### src/rtl/letc_core_pkg.sv
// letc_core_pkg: shared LIMP/AXI types for the LETC core bus bridge.
package letc_core_pkg;
    typedef enum logic [1:0] {BYTE = 2'd0, HALF = 2'd1, WORD = 2'd2} size_e;
    typedef enum logic [1:0] {AXI_OKAY, AXI_EXOKAY, AXI_SLVERR, AXI_DECERR} axi_resp_e;
    localparam int LIMP_AXI_LANES = 4;
    // The unused encoding 3 behaves as a full word.
    function automatic size_e norm_size(input logic [1:0] s);
        return s == 2'd3 ? WORD : size_e'(s);
    endfunction
endpackage

### src/rtl/letc_core_limp_lane_steer.sv
// letc_core_limp_lane_steer: combinational byte-lane alignment between right-aligned LIMP data and AXI lanes.
module letc_core_limp_lane_steer
    import letc_core_pkg::*;
(
    input  size_e                     size_i,
    input  logic [1:0]                off_i,
    input  logic [31:0]               wdata_i,
    input  logic [31:0]               rdata_axi_i,
    output logic [LIMP_AXI_LANES-1:0] wstrb_o,
    output logic [31:0]               wdata_o,
    output logic [31:0]               rdata_o
);
    logic [1:0]  off;
    logic [31:0] rshift;
    always_comb begin
        off     = size_i == WORD ? 2'd0 : size_i == HALF ? {off_i[1], 1'b0} : off_i;
        wstrb_o = size_i == WORD ? 4'b1111 : (size_i == HALF ? 4'b0011 : 4'b0001) << off;
        wdata_o = size_i == WORD ? wdata_i : size_i == HALF ? {2{wdata_i[15:0]}} : {4{wdata_i[7:0]}};
        rshift  = rdata_axi_i >> {off, 3'b000};
        rdata_o = size_i == WORD ? rshift : size_i == HALF ? {16'h0, rshift[15:0]} : {24'h0, rshift[7:0]};
    end
endmodule

### src/rtl/letc_core_limp_axi_bridge.sv
// letc_core_limp_axi_bridge: one-at-a-time LIMP to single-beat AXI4-Lite bridge.
// Define LETC_LIMP_FAULT_EN to add o_limp_fault (misalignment and error-response reporting).
module letc_core_limp_axi_bridge
    import letc_core_pkg::*;
#(
    parameter int ADDR_W = 34,
    parameter int DATA_W = 32
) (
    input  logic                      i_clk,
    input  logic                      i_rst,
    input  logic                      i_limp_valid,
    output logic                      o_limp_ready,
    input  logic                      i_limp_wen_nren,
    input  logic                      i_limp_uncacheable,
    input  logic [1:0]                i_limp_size,
    input  logic [ADDR_W-1:0]         i_limp_addr,
    input  logic [DATA_W-1:0]         i_limp_wdata,
    output logic [DATA_W-1:0]         o_limp_rdata,
    output logic                      o_axi_awvalid,
    input  logic                      i_axi_awready,
    output logic [ADDR_W-1:0]         o_axi_awaddr,
    output logic                      o_axi_wvalid,
    input  logic                      i_axi_wready,
    output logic [31:0]               o_axi_wdata,
    output logic [LIMP_AXI_LANES-1:0] o_axi_wstrb,
    input  logic                      i_axi_bvalid,
    output logic                      o_axi_bready,
    input  logic [1:0]                i_axi_bresp,
    output logic                      o_axi_arvalid,
    input  logic                      i_axi_arready,
    output logic [ADDR_W-1:0]         o_axi_araddr,
    input  logic                      i_axi_rvalid,
    output logic                      o_axi_rready,
    input  logic [31:0]               i_axi_rdata,
    input  logic [1:0]                i_axi_rresp
`ifdef LETC_LIMP_FAULT_EN
    ,
    output logic                      o_limp_fault
`endif
);
    typedef enum logic [2:0] {S_IDLE, S_AR, S_R, S_AWW, S_B, S_DONE} state_e;

    if (DATA_W != 32) begin : g_bad_width
        $error("letc_core_limp_axi_bridge supports only DATA_W == 32");
    end

    state_e                    state_q, state_d;
    size_e                     size_q, size_in;
    logic [ADDR_W-1:0]         addr_q, addr_in;
    logic [LIMP_AXI_LANES-1:0] wstrb_q, st_wstrb;
    logic [31:0]               wdata_q, rdata_q, st_wdata, st_rdata;
    logic                      aw_done_q, w_done_q, fault_req;
    logic                      unused_ok;

    // While idle the steering sees the live request so it can be latched already aligned.
    always_comb begin
        size_in = state_q == S_IDLE ? norm_size(i_limp_size) : size_q;
`ifdef LETC_LIMP_FAULT_EN
        addr_in   = i_limp_addr;
        fault_req = (size_in == HALF && i_limp_addr[0]) || (size_in == WORD && i_limp_addr[1:0] != 2'd0);
`else
        addr_in   = {i_limp_addr[ADDR_W-1:2], i_limp_addr[1] & (size_in != WORD), i_limp_addr[0] & (size_in == BYTE)};
        fault_req = 1'b0;
`endif
    end

    letc_core_limp_lane_steer u_steer (
        .size_i      (size_in),
        .off_i       (state_q == S_IDLE ? addr_in[1:0] : addr_q[1:0]),
        .wdata_i     (i_limp_wdata),
        .rdata_axi_i (i_axi_rdata),
        .wstrb_o     (st_wstrb),
        .wdata_o     (st_wdata),
        .rdata_o     (st_rdata)
    );

    always_ff @(posedge i_clk) begin
        if (i_rst) state_q <= S_IDLE;
        else       state_q <= state_d;
    end

    always_comb begin
        state_d = state_q;
        case (state_q)
            S_IDLE: if (i_limp_valid) state_d = fault_req ? S_DONE : i_limp_wen_nren ? S_AWW : S_AR;
            S_AR:   if (i_axi_arready) state_d = S_R;
            S_R:    if (i_axi_rvalid) state_d = S_DONE;
            S_AWW:  if ((aw_done_q || i_axi_awready) && (w_done_q || i_axi_wready)) state_d = S_B;
            S_B:    if (i_axi_bvalid) state_d = S_DONE;
            default: state_d = S_IDLE;
        endcase
    end

    always_comb begin
        o_axi_arvalid = state_q == S_AR;
        o_axi_rready  = state_q == S_R;
        o_axi_awvalid = state_q == S_AWW && !aw_done_q;
        o_axi_wvalid  = state_q == S_AWW && !w_done_q;
        o_axi_bready  = state_q == S_B;
        o_limp_ready  = state_q == S_DONE;
        o_axi_awaddr  = addr_q;
        o_axi_araddr  = addr_q;
        o_axi_wdata   = wdata_q;
        o_axi_wstrb   = wstrb_q;
        o_limp_rdata  = rdata_q;
    end

    always_ff @(posedge i_clk) begin
        if (i_rst) begin
            addr_q    <= '0;
            size_q    <= BYTE;
            wstrb_q   <= '0;
            wdata_q   <= '0;
            rdata_q   <= '0;
            aw_done_q <= 1'b0;
            w_done_q  <= 1'b0;
        end else begin
            if (state_q == S_IDLE && i_limp_valid) begin
                addr_q  <= addr_in;
                size_q  <= size_in;
                wstrb_q <= st_wstrb;
                wdata_q <= st_wdata;
            end
            if (state_q == S_R && i_axi_rvalid) rdata_q <= st_rdata;
            aw_done_q <= state_q == S_AWW && state_d == S_AWW && (aw_done_q || i_axi_awready);
            w_done_q  <= state_q == S_AWW && state_d == S_AWW && (w_done_q || i_axi_wready);
        end
    end

`ifdef LETC_LIMP_FAULT_EN
    logic fault_q;
    always_ff @(posedge i_clk) begin
        if (i_rst) fault_q <= 1'b0;
        else if (state_q == S_IDLE && i_limp_valid) fault_q <= fault_req;
        else if (state_q == S_R && i_axi_rvalid) fault_q <= axi_resp_e'(i_axi_rresp) != AXI_OKAY;
        else if (state_q == S_B && i_axi_bvalid) fault_q <= axi_resp_e'(i_axi_bresp) != AXI_OKAY;
    end
    assign o_limp_fault = state_q == S_DONE && fault_q;
    assign unused_ok    = i_limp_uncacheable;
`else
    assign unused_ok = ^{i_limp_uncacheable, i_axi_rresp, i_axi_bresp};
`endif
endmodule
### config.mk
export PLATFORM = sky130hd
export DESIGN_NAME = letc_core_limp_axi_bridge
export DESIGN_NICKNAME = d
export VERILOG_FILES = /design/src/rtl/letc_core_pkg.sv /design/src/rtl/letc_core_limp_lane_steer.sv /design/src/rtl/letc_core_limp_axi_bridge.sv
export SDC_FILE = /design/constraint.sdc
export NUM_CORES = 1
export LEC_CHECK = 0
export CORE_MARGIN = 10
export CORE_UTILIZATION = 43
export CTS_CLUSTER_DIAMETER = 120
export DETAILED_ROUTE_END_ITERATION = 10
export PLACE_DENSITY = 0.86
export SKIP_LAST_GASP = 1
export SYNTH_ARGS = -nofsm -noshare
export SYNTH_HDL_FRONTEND = slang
export SYNTH_SLANG_ARGS = --single-unit
### constraint.sdc
create_clock -name i_clk -period 6 [get_ports i_clk]
set_input_delay 0.6 -clock i_clk [delete_from_list [all_inputs] [get_ports i_clk]]
set_output_delay 0.6 -clock i_clk [all_outputs]
set_load 0.005 [all_outputs]
# --- Yosys cells after proc, flatten, opt, wreduce, memory -nomap -nowiden ---
# Index checks and enable logic that the tools add are counted.
# W data, S select, Z words.
classes:
  eq_ne: 10
  n_bitwise: 2
  shifts: 2
  reduce_logical: 14
  muxes: 18
ops:
  columns: ["op", "count"]
  rows:
  - ["$mux W32", 3]
  - ["$shr A32 B5 Y32", 1]
  - ["$mux W16", 1]
  - ["$mux W3", 5]
  - ["$pmux W3 S5", 1]
  - ["$mux W2", 6]
  - ["$eq A3 B2 Y1 const B", 3]
  - ["$logic_and A1 B1 Y1", 8]
  - ["$eq A3 B3 Y1 const B", 2]
  - ["$eq A2 B2 Y1 const B", 2]
  - ["$mux W4", 1]
  - ["$shl A4 B2 Y4", 1]
  - ["$eq A3 B1 Y1 const B", 1]
  - ["$logic_not A3 Y1", 1]
  - ["$and A1 B1 Y1", 2]
  - ["$eq A2 B1 Y1 const B", 1]
  - ["$logic_not A1 Y1", 2]
  - ["$logic_not A2 Y1", 1]
  - ["$logic_or A1 B1 Y1", 2]
  - ["$ne A2 B2 Y1 const B", 1]
  - ["$mux W1", 1]
word_totals:
  wordCells: 54
  input_bits: 114
  ff_bits: 109

# --- Logic depth before layout (Yosys ltp) ---
logic_depth:
  depth_word: 11
  depth_mapped: 8
  mapped_depth_nobuf: 5

# --- Hierarchy ---
# Synthesis repeated with hierarchy kept, for this count alone.
unflattened:
  cells_unflattened: 717
  area_unflattened_um2: 5474.0
modules_own_cells:
  columns: ["mod", "area_per_inst_um2", "cells_per_inst", "n_inst"]
  rows:
  - ["letc_core_limp_axi_bridge", 4247.8, 533, 1]
  - ["letc_core_limp_lane_steer", 1226.2, 184, 1]

# --- Worst setup path after synthesis ---
# OpenSTA, ideal clock, no wires.
synth_timing:
  path_type: "input port to flip-flop"
  start: "in i_limp_size[0]"
  end: "reg rdata_q[13], in the netlist o_limp_rdata[13]"
  cell_stages: 7
  n_path_buf: 2
  setup_slack_ns: 3.992
  arrival_ns: 1.875
  setup_ns: 0.133
  path_cell_list: "nor3b_1 > a22o_1 > buf_4 > buf_4 > mux2_2 > nand2_1 > a21oi_2"
synth_via:
  elab_chain_cells: 11
  word_cells_on_any_way: 15
synth_lines:
  columns: ["item", "line", "text"]
  rows:
  - ["from (decl)", "letc_core_limp_axi_bridge.sv:15", "input logic [1:0] i_limp_size,"]
  - ["$eq A2 B2 Y1", "letc_core_pkg.sv:8", "return s == 2'd3 ? WORD : size_e'(s);"]
  - ["$mux W2 (*)", "letc_core_pkg.sv:8", null]
  - ["$mux W2 (*)", "letc_core_limp_axi_bridge.sv:57", "size_in = state_q == S_IDLE ? norm_size(i_limp_size) : size_q;"]
  - ["$logic_not A2 Y1", "letc_core_limp_axi_bridge.sv:62", "addr_in = {i_limp_addr[ADDR_W-1:2], i_limp_addr[1] & (size_in != WORD), i_limp_addr[0] & (size_in == BYTE)};"]
  - ["$and A1 B1 Y1", "letc_core_limp_axi_bridge.sv:62", null]
  - ["$mux W2", "letc_core_limp_axi_bridge.sv:69", ".off_i (state_q == S_IDLE ? addr_in[1:0] : addr_q[1:0]),"]
  - ["$mux W1", "letc_core_limp_lane_steer.sv:16", "off = size_i == WORD ? 2'd0 : size_i == HALF ? {off_i[1], 1'b0} : off_i;"]
  - ["$mux W2", "letc_core_limp_lane_steer.sv:16", null]
  - ["$shr A32 B5 Y32", "letc_core_limp_lane_steer.sv:19", "rshift = rdata_axi_i >> {off, 3'b000};"]
  - ["$mux W16", "letc_core_limp_lane_steer.sv:20", "rdata_o = size_i == WORD ? rshift : size_i == HALF ? {16'h0, rshift[15:0]} : {24'h0, rshift[7:0]};"]
  - ["$mux W32 (*)", "letc_core_limp_lane_steer.sv:20", null]
  - ["to (signal assigned)", "letc_core_limp_axi_bridge.sv:124", "if (state_q == S_R && i_axi_rvalid) rdata_q <= st_rdata;"]
  - ["to (decl)", "letc_core_limp_axi_bridge.sv:51", "logic [31:0] wdata_q, rdata_q, st_wdata, st_rdata;"]
# Mark *: on every way between the ends. The rest lies on a longest branch, timed or not.
# A chain may end at the register's enable or synchronous reset.

# --- Worst setup path in the final report ---
layout_timing:
  start: "in i_limp_size[1]"
  end: "reg rdata_q[20], in the netlist o_limp_rdata[20]"
layout_via:
  elab_chain_cells: 10
  word_cells_on_any_way: 14
layout_lines:
  columns: ["item", "line"]
  rows:
  - ["$eq A2 B2 Y1", "letc_core_pkg.sv:8"]
  - ["$mux W2 (*)", "letc_core_pkg.sv:8"]
  - ["$mux W2 (*)", "letc_core_limp_axi_bridge.sv:57"]
  - ["$logic_not A2 Y1", "letc_core_limp_axi_bridge.sv:62"]
  - ["$and A1 B1 Y1", "letc_core_limp_axi_bridge.sv:62"]
  - ["$mux W2", "letc_core_limp_axi_bridge.sv:69"]
  - ["$mux W1", "letc_core_limp_lane_steer.sv:16"]
  - ["$mux W2", "letc_core_limp_lane_steer.sv:16"]
  - ["$shr A32 B5 Y32", "letc_core_limp_lane_steer.sv:19"]
  - ["$mux W32 (*)", "letc_core_limp_lane_steer.sv:20"]
# Marks and branches as above.

==> summary.md <==
| Metric | Value |
|---|---|
| Status | complete, no violations |
| TritonCTS clock tree | yes |
| # H-tree levels | 3 |
| Post-cts hold buffer count | 0 |
| 1st-pass router iterations | 5 |
| Synthesis-to-layout area growth | 51.5% |
| Post-layout net count | 891 |
| Die area | ~16000 um^2 |
| Area contributors post-synth | dfxtp_1 (44%), nand2_1 (10%), a21oi_1 (6.4%), buf_4 (6.0%), mux2i_1 (4.9%) |
| DRC Markers | 0 |
| Max Cap Viol | 0 |
| Power density over the cells | approximately 280 nW/um^2 |
| Main combinational cell family by area after synthesis | simple AND/OR/NAND/NOR gates |
| Worst path top cell family by delay | buffers and inverters |
| GRT Util Overall | 0.210 |
| Compound-gate portion of the synthesized area | 0.186 |
| Fmax | roughly 0.38 GHz |
| Max Transition Viols Final | 0 |
| Max-slew headroom | 0.281 |
| Vias per cell | 5.48 |
| Seq. cell area | between 2000 and 2500 um^2 |
| Most frequent cells after synthesis | nand2_1 (135), dfxtp_1 (109), a21oi_1 (63) |
| Drt initial violations | around 490 |
| Flop pwr share | 0.408 |
| Worst R2R Path Depth | 5 |
| Crit-path max cell delay | 0.56 ns |
| Yosys reg bits | 109 |
| Die Y | 127 um |
| Post-synthesis async set-or-reset flop share | 0 |
| Post-synth cell types | 46 |
| Share of the synthesized area in the top cell type | 0.444 |
| Static leakage | 2.62 nW |
| Core ar. | 11000 um^2 |
| Final wirelength | between 15 and 20 mm |
| Initial antenna violation count | 0 |
| Clk_lat worst skew | 0.34 ns |
| Skew final | 0.00712 ns |
| Inserted Clock Buffers | 9 |
| Final hold violations | 0 |
| Post-Layout Inst Area | 7450 um^2 |
| Fin crit share | 0.437 |
| Layout cell share with drive strength beyond 1 | 0.0486 |
| Final worst path period need | ~2.6 ns |
| RSZ-0062 raised after global routing | false |
| DPL Wire Length | 13.7 mm |
| Comb pwr share | 0.306 |
| Worst Path Arrival | 2.81 ns |
| Hold depth | 2 |
| Gp weighted congestion | roughly 0.9 |
| P_int | around 0.0015 W |
| CP Cell Sequence | clkdlybuf4s50_1 -> nor3b_1 -> a22o_1 -> buf_4 -> mux2i_1 -> a2bb2oi_1 -> nor2_1 |
| IO Count | ~260 |
| Post-Synth Simple-Gate Area | 0.196 |
| Post-CTS Resized | 0 |
| CTS Buffer Depth | 2 |
| Mux contribution to synthesized area | 0.0763 |
| Chip width | around 130 um |
| Syn_nets | 703 |
| Syn_area_per_cell | approximately 8.3 um^2 |
| # rows | 38 |
| Net Sw Power | around 0.00063 W |
| Fraction of the mapped netlist area in adder cells | 0 |
| IO Port Bufs | 250 |
| Ant. Diodes | 0 |
| R2r setup slk | roughly 3.4 ns |
| Initial Util | 0.446 |
| Fin worst setup slack | 3.38 ns |
| Postcts setup bufs | 0 |
| Top FF cell, synth | dfxtp_1 |
| Buffers & Inverters on Critical Path | 2 |
| Crit Reg-Reg Startpoint | state_q[0]$_SDFF_PP0_ |
| Final antenna-violating net count | 0 |
| Crit path capture type | flip-flop |
| Netlist Area Pre-Place | slightly below 5000 um^2 |
| Post-synth EDFFs | 0 |
| Hold EP | o_axi_wstrb[1]$_SDFFE_PP0P_ |
| Vias in the first global route | 5025 |
| Placement Setup Slack | 3.08 ns |
| Util after Layout | 0.675 |
| Root Buffer Master | clkbuf_16 |
| Placed cell areas | between 7000 and 8000 um^2 |
| Vias | 5050 |
| Worst endpoint required time | 6.19 ns |
| Cells after Synth | between 500 and 600 |
| Largest area contributor in the netlist | dfxtp_1 |
| Largest net degree at the start of global routing | around 110 |
| Yosys Warn Count | 0 |
| Max VDD drop | around 0.21 mV |
| Total power | roughly 0.0021 W |
| Terminus of the critical flop-to-flop path | o_limp_rdata[9]$_SDFFE_PP0P_ |
| Reg clk slew, reported paths | approximately 0.07 ns |
| Worst-margin pin slew | between 1 and 1.5 ns |
| Setup CP Type | input pin to flip-flop |
| Fillers | around 900 |
| Multi-input logic area | approximately 2300 um^2 |
| CTS Sinks | about 110 |
| Count leader, synth | nand2_1 |
| Setup TNS | 0 ns |
| Slowest cell on the critical path | clkdlybuf4s50_1 |
| Per-cell routed wire length | between 15 and 20 um |
| GRT Residual Overflow | 0 |
| First-pass GRT wire length | approximately 28 mm |
| CP Launch Type | input pin |
| Post-Synth XOR/XNOR Area | 0.00178 |
| Switching share of power | 0.298 |
| Clk pwr share | 0.286 |
| Hold path start | o_axi_wstrb[1]$_SDFFE_PP0P_ |
| Critical path depth | 7 |
| Number of setup violations in the final report | 0 |
| Sequential element share of the synthesized area | 0.444 |
| Worst Hold Class | flip-flop to flip-flop |
| CP max FO | 25 |
==> tightest hold or removal path: cells and delay by family, from the launching register on <==
| family | cells | cell delay [ns] |
|---|---|---|
| compound gates | 1 | 0.05 |
| flops | 1 | 0.31 |
| simple gates | 1 | 0.05 |
==> cell usage in the layout, fill, tap and decap left out, types with 4 or more instances in the layout <==
| master | instances |
|---|---|
| a21oi_2 | 4 |
| nand3_1 | 10 |
| clkbuf_16 | 9 |
| mux2i_1 | 24 |
| o22ai_1 | 8 |
| mux2_2 | 8 |
| a2bb2oi_1 | 8 |
| nor2_1 | 46 |
| a211oi_1 | 7 |
| nand2b_1 | 6 |
| o21ai_0 | 18 |
| dfxtp_1 | 109 |
| clkdlybuf4s50_1 | 249 |
| a32oi_1 | 8 |
| a311oi_1 | 10 |
| o221ai_1 | 8 |
| nand3b_1 | 8 |
| a21oi_1 | 63 |
| buf_4 | 4 |
| nand2_1 | 135 |
==> routing by layer <==
metal,track usage,routed length (um),vias to the layer above
li1,-,-,2386
met1,0.241,7080,2365
met2,0.341,8400,276
met3,0.0970,2230,23
met4,0.0676,348,0
met5,0,0,-
==> sequential cells by signal, indices dropped and copies added, names as in the netlist <==
name          cells
o_limp_rdata     32
size_q            2
o_axi_wstrb       4
o_axi_wdata      32
o_axi_araddr     34
state_q           3
w_done_q          1
aw_done_q         1
==> power groups by stage <==
stage                     Clock [W]  Sequential, W  Combinational (W)
after global routing       0.000647       0.000870           0.000697
final                      0.000603       0.000861           0.000645
after floorplan                   0       0.000867           0.000342
after detailed placement          0       0.000877           0.000646
after CTS                  0.000614       0.000861           0.000649
after global placement            0       0.000872           0.000631
==> cell families after synthesis <==
group           after synthesis
simple gates                225
compound gates              143
flops                       109
buf+inv                      77
mux                          34
xor+xnor                      1
==> per-stage QoR <==
| stage | hold slack, ns | cells |
|---|---|---|
| after floorplan | 0.448 | 589 |
| after global placement | 0.438 | 906 |
| after detailed placement | 0.449 | 906 |
| after CTS | 0.456 | 922 |
| after global routing | 0.472 | 922 |
| final | 0.452 | 922 |
==> how the worst max path moves through the flow <==
stage | from | end
after CTS | i_limp_size[1] | o_limp_rdata[23]$_SDFFE_PP0P_
after floorplan | i_limp_size[0] | o_limp_rdata[13]$_SDFFE_PP0P_
after global placement | i_limp_size[1] | o_limp_rdata[15]$_SDFFE_PP0P_
final | i_limp_size[1] | o_limp_rdata[20]$_SDFFE_PP0P_
after detailed placement | i_limp_size[1] | o_limp_rdata[23]$_SDFFE_PP0P_
after global routing | state_q[0]$_SDFF_PP0_ | o_limp_rdata[9]$_SDFFE_PP0P_
==> layout make-up <==
| type | instances | share of cell area |
|---|---|---|
| clock buffer | 11 | 0.0326 |
| clock inverter | 5 | 0.00806 |
| inverter | 1 | 0.000504 |
| multi-input combinational | 403 | 0.304 |
| sequential | 109 | 0.293 |
| tap | 140 | 0.0235 |
| timing repair buffer | 253 | 0.339 |
(Power assumes the default switching activity.)
